===== src/rtl/layer_output_streamer.sv =====
// -----------------------------------------------------------------------------
// layer_output_streamer
//
// Converts one parallel layer word (numNeurons outputs of dataWidth bits) into
// a serial stream of numNeurons elements, one per cycle, followed by a forced
// idle gap of minGap cycles. A one-deep pending buffer absorbs a word arriving
// while a burst or gap is in progress; further words are dropped and flagged.
//
// Ports
//   clk        : single clock, rising edge
//   rst        : synchronous, active-high reset
//   in_data    : parallel layer outputs, neuron k at [k*dataWidth +: dataWidth]
//   in_valid   : one-cycle strobe qualifying in_data
//   out_data   : serial element (0 whenever out_valid is low)
//   out_valid  : serial element valid
//   busy       : high while streaming or in the gap
//   overflow   : sticky flag, a layer word was dropped
// -----------------------------------------------------------------------------
module layer_output_streamer #(
  parameter int numNeurons = 30,
  parameter int dataWidth  = 16,
  parameter int minGap     = 8
) (
  input  logic                             clk,
  input  logic                             rst,
  input  logic [numNeurons*dataWidth-1:0]  in_data,
  input  logic                             in_valid,
  output logic [dataWidth-1:0]             out_data,
  output logic                             out_valid,
  output logic                             busy,
  output logic                             overflow
);

  localparam int WORD_W = numNeurons * dataWidth;
  localparam int IDX_W  = $clog2(numNeurons);
  localparam int GAP_W  = $clog2(minGap + 1);

  localparam logic [IDX_W-1:0] IDX_LAST = IDX_W'(numNeurons - 1);
  localparam logic [GAP_W-1:0] GAP_LAST = GAP_W'(minGap - 1);

  typedef enum logic [1:0] {
    IDLE   = 2'd0,
    STREAM = 2'd1,
    GAP    = 2'd2
  } state_e;

  // Control state
  state_e             state_q, state_d;
  logic [IDX_W-1:0]   idx_q, idx_d;
  logic [GAP_W-1:0]   gap_q, gap_d;
  logic               pend_valid_q, pend_valid_d;
  logic               ovf_q, ovf_d;

  // Data state (not reset; only ever observed through state-gated outputs)
  logic [WORD_W-1:0]  act_q, act_d;
  logic [WORD_W-1:0]  pend_q, pend_d;

  logic               gap_end;
  logic               queue_in;

  always_comb begin
    state_d      = state_q;
    idx_d        = idx_q;
    gap_d        = gap_q;
    pend_valid_d = pend_valid_q;
    ovf_d        = ovf_q;
    act_d        = act_q;
    pend_d       = pend_q;

    gap_end  = (state_q == GAP) && (gap_q == GAP_LAST);
    // A word arriving while busy, except on the gap's last cycle where it is
    // handled together with the reload decision below.
    queue_in = in_valid && ((state_q == STREAM) || ((state_q == GAP) && !gap_end));

    case (state_q)
      IDLE: begin
        if (in_valid) begin
          act_d   = in_data;
          idx_d   = '0;
          state_d = STREAM;
        end
      end

      STREAM: begin
        // Active buffer shifts down so the current element is always in the
        // low slice.
        act_d = act_q >> dataWidth;
        if (idx_q == IDX_LAST) begin
          idx_d   = '0;
          gap_d   = '0;
          state_d = GAP;
        end else begin
          idx_d = idx_q + 1'b1;
        end
      end

      GAP: begin
        if (gap_end) begin
          gap_d = '0;
          idx_d = '0;
          if (pend_valid_q) begin
            act_d        = pend_q;
            pend_valid_d = 1'b0;
            state_d      = STREAM;
            // The pending slot frees up this same cycle, so a coincident
            // word takes it without overflow.
            if (in_valid) begin
              pend_d       = in_data;
              pend_valid_d = 1'b1;
            end
          end else if (in_valid) begin
            act_d   = in_data;
            state_d = STREAM;
          end else begin
            state_d = IDLE;
          end
        end else begin
          gap_d = gap_q + 1'b1;
        end
      end

      default: begin
        state_d = IDLE;
      end
    endcase

    if (queue_in) begin
      if (pend_valid_q) begin
        ovf_d = 1'b1;
      end else begin
        pend_d       = in_data;
        pend_valid_d = 1'b1;
      end
    end
  end

  always_ff @(posedge clk) begin
    if (rst) begin
      state_q      <= IDLE;
      idx_q        <= '0;
      gap_q        <= '0;
      pend_valid_q <= 1'b0;
      ovf_q        <= 1'b0;
    end else begin
      state_q      <= state_d;
      idx_q        <= idx_d;
      gap_q        <= gap_d;
      pend_valid_q <= pend_valid_d;
      ovf_q        <= ovf_d;
    end
  end

  always_ff @(posedge clk) begin
    act_q  <= act_d;
    pend_q <= pend_d;
  end

  // Outputs depend only on registered state
  assign out_valid = (state_q == STREAM);
  assign out_data  = out_valid ? act_q[dataWidth-1:0] : '0;
  assign busy      = (state_q != IDLE);
  assign overflow  = ovf_q;

endmodule


===== config.mk =====
export PLATFORM = sky130hd
export DESIGN_NAME = layer_output_streamer
export DESIGN_NICKNAME = d
export VERILOG_FILES = /design/src/rtl/layer_output_streamer.sv
export SDC_FILE = /design/constraint.sdc
export NUM_CORES = 1
export LEC_CHECK = 0
export ABC_CLOCK_PERIOD_IN_PS = 29700
export CAP_MARGIN = 20
export CORE_UTILIZATION = 35
export CTS_CLUSTER_DIAMETER = 50
export DETAILED_ROUTE_END_ITERATION = 8
export PLACE_DENSITY = 0.54
export SYNTH_ARGS = -nofsm -noshare
export SYNTH_HDL_FRONTEND = slang
export SYNTH_SLANG_ARGS = --single-unit

===== constraint.sdc =====
create_clock -name clk -period 29.7 [get_ports clk]
set_input_delay 4.455 -clock clk [delete_from_list [all_inputs] [get_ports clk]]
set_output_delay 4.455 -clock clk [all_outputs]
set_load 0.005 [all_outputs]

==> flow_summary.yaml <==
floorplanning:
  start_util: 0.352
  fp-row-count: 131
  die_w_um: 360
  die-area_um2: 130000
  io_pins: 502
  core_um2: 128000
  die_h_um: 360
worst_setup_path:
  r2r_end: "pend_q[202]$_DFF_P_"
  path_max_fanout: 70
  cp.depth: 9
  startpoint_type: "primary input"
  path_delay_family: "buffers and inverters"
  max_stage_delay_ns: 0.89
  crit_type: "in2reg"
  cpMostUsedCell: "buf_4"
  critPathRequiredTime_ns: 30.31
  rrSetupSlack_ns: 23.80
  path_buf_inv: 6
  worst_setup_path_end_kind: "register"
  critical_path_arrival_ns: 9.14
  r2r_cells: 12
  r2r-start: "state_q[0]$_SDFFE_PP0P_"
  cp-startpoint: "in_valid"
  crit_chain: "buf_8, and3_1, a31oi_4, buf_4, buf_4, buf_16, buf_4, buf_4, mux2_2"
  crit_path_end: "pend_q[202]$_DFF_P_"
  slowest_stage: "buf_4"
routing:
  drc_errors: 0
  postRouteAntennaNets: 0
  drtIter0Drc: 2145
  dr.pass1.iters: 5
  wl_um: 135000
  viasPerCell: 5.34
  wl_per_cell_um: 22.7
  num_vias: 31648
worst_hold_path:
  hold_class: "reg2reg"
layout:
  stdcell_area_um2: 55600
  syn2layout_area_growth_pct: 23.6
  fin_util: 0.436
  drive_above_1_share: 0.128
  nets: 4626
  instances_no_fill: 5925
cts:
  postCtsSetupBuffers: 0
  clk_latency_ns: 0.75
  cts_resized: 0
  cts_tree: "done"
  holdBufCountCts: 0
  htree_num_levels: 4
  clk_pin_slew_ns: 0.05
  cts_made_buffers: 134
  root_buffer: "clkbuf_16"
  clock_path_buffers: 3
  cts.sinks: 973
global_routing:
  grt_usage: 0.201
  grt_overflow_total: 0
  antenna_found_initial: 61
  grt_pass1_wl_um: 202000
  grt_pass1_vias: 31124
  grt_max_degree: 171
timing:
  drv_slew: 0
  finalSetupTns_ns: 0
  clock_skew_ns: 0.0302
  relSlewSlack: 0.246
  hold_violations: 0
  tightestPinTransition_ns: 1.13
  rsz0062_at_grt: "false"
  min_period_over_period: 0.287
  fmax_ghz: 0.117
  min_period_ns: 8.53
  finalSetupViolCount: 0
  setup_ws_ns: 21.17
logic_synthesis:
  synth_edf_count: 480
  syn_nets: 4268
  ys.flop_type: "dfxtp_1"
  synthArstFlopShare: 0
  syn_area_per_cell_um2: 11.9
  synth.distinct_cells: 41
  synth_seq_cells: 973
  seq_area_frac_synth: 0.540
  yosys_warnings: 0
  syn_area_um2: 44900
  synthCells: 3777
placement:
  dp_hpwl_um: 80600
  dpl_worst_slack_ns: 20.19
  port_buffers: 501
  place_area_um2: 51000
  gp_congestion: 0.767
  placed_cells: 5658
outcome:
  outcome: "finished, final reports clean"
pwr:
  leakage_uw: 0.0214
  powerDensity_nw_per_um2: 107
  peakVddDrop_uv: 72.1
job:
  cap_violations: 0
[cells by family after synthesis]
| family | Yosys count | share of synthesized area |
|---|---|---|
| XOR/XNOR | 3 | 0.000585 |
| buffers and inverters | 329 | 0.0340 |
| AO/OA/AOI/OAI | 970 | 0.149 |
| adder cells (fa/ha/maj) | 8 | 0.00223 |
| AND/OR/NAND/NOR | 533 | 0.0467 |
| multiplexers | 961 | 0.227 |
| flip-flops | 973 | 0.540 |
[per-stage QoR]
| step | hold slack (ns) | power, uW |
|---|---|---|
| after floorplan | 0.441 | 3910 |
| after global placement | 0.447 | 4340 |
| after detailed placement | 0.454 | 4380 |
| after CTS | 0.467 | 6020 |
| after global routing | 0.476 | 6310 |
| final | 0.463 | 5960 |
[synth_stat cells, types with 2 or more instances]
cell,count,area (um2)
buf_1,30,113
buf_12,2,40.0
nor2_1,26,97.6
o21ai_0,466,2330
nand2_1,470,1760
nand2b_1,3,18.8
inv_1,5,18.8
nor2b_1,3,18.8
clkbuf_1,236,886
mux2_2,280,3150
buf_2,9,45.0
a211oi_1,19,143
buf_4,27,203
a21o_1,2,15.0
mux2i_1,481,4810
edfxtp_1,480,14400
and2_1,21,131
a32oi_1,3,26.3
buf_6,20,225
a21oi_1,8,40.0
nand3_1,3,15.0
xor2_1,3,26.3
mux2_1,200,2250
dfxtp_1,493,9870
a22o_1,464,4060
ha_1,8,100
[area by class of cell]
type | instances | area (um2)
diodes | 19 | 47.5
clock buffers | 179 | 3750
clock inverters | 66 | 699
fillers | 11898 | 72000
inverters | 5 | 18.8
multi-input cells | 2475 | 19200
flip-flops and latches | 973 | 24300
well taps | 1662 | 2080
repair buffers | 546 | 5500
[power by group]
| group | internal [uW] | total, uW | switching, uW |
|---|---|---|---|
| clock | 979 | 1610 | 632 |
| combinational | 744 | 1670 | 925 |
| sequential | 2270 | 2680 | 412 |
| total | 3990 | 5960 | 1970 |
[worst reg2reg max path: stages, from the launching register on]
cell	delay [ns]
dfxtp_1	0.43
inv_1	0.14
ha_1	0.21
buf_4	0.21
and2_4	0.39
and3_1	0.30
a31oi_4	0.21
buf_4	0.85
buf_4	0.65
buf_16	0.32
buf_4	0.66
buf_4	0.90
mux2_2	0.51
[sequential cells by signal (all words and copies together), names as in the netlist]
| signal | flops |
|---|---|
| state_q | 2 |
| pend_q | 480 |
| act_q | 480 |
| gap_q | 4 |
| pend_valid_q | 1 |
| idx_q | 5 |
| overflow | 1 |
[routing by layer]
metal,track usage,vias up,routed length [um]
met2,0.308,761,61800
li1,-,14930,-
met5,0,-,483
met4,0.0683,80,3130
met3,0.0574,238,8460
met1,0.271,15639,60800
[how the worst min path moves through the flow]
stage / startpoint / to / cells past startpoint
finish: pend_q[299]$_DFF_P_ / pend_q[299]$_DFF_P_ / 1
CTS: pend_q[373]$_DFF_P_ / pend_q[373]$_DFF_P_ / 1
global placement: pend_q[455]$_DFF_P_ / pend_q[455]$_DFF_P_ / 1
detailed placement: pend_q[473]$_DFF_P_ / pend_q[473]$_DFF_P_ / 1
global route: pend_q[321]$_DFF_P_ / pend_q[321]$_DFF_P_ / 1
floorplan: pend_q[464]$_DFF_P_ / pend_q[464]$_DFF_P_ / 1
[cell usage in the layout, fill, tap and decap left out, types with 6 or more instances in the layout]
cell | synthesis | layout
clkinvlp_4 | 0 | 8
nor2_1 | 26 | 26
dfxtp_1 | 493 | 493
and2_1 | 21 | 20
mux2_2 | 280 | 280
a22o_1 | 464 | 464
clkbuf_16 | 0 | 139
a21oi_1 | 8 | 7
o21ai_0 | 466 | 466
clkdlybuf4s50_1 | 0 | 500
bufinv_16 | 0 | 10
clkinv_2 | 0 | 23
inv_6 | 0 | 9
ha_1 | 8 | 6
a211oi_1 | 19 | 19
diode_2 | 0 | 19
clkinv_1 | 0 | 6
nand2_1 | 470 | 470
clkbuf_1 | 236 | 27
mux2_1 | 200 | 200
edfxtp_1 | 480 | 480
clkbuf_8 | 0 | 14
mux2i_1 | 481 | 481
buf_12 | 2 | 8
buf_4 | 27 | 35
(Power assumes the default switching activity.)
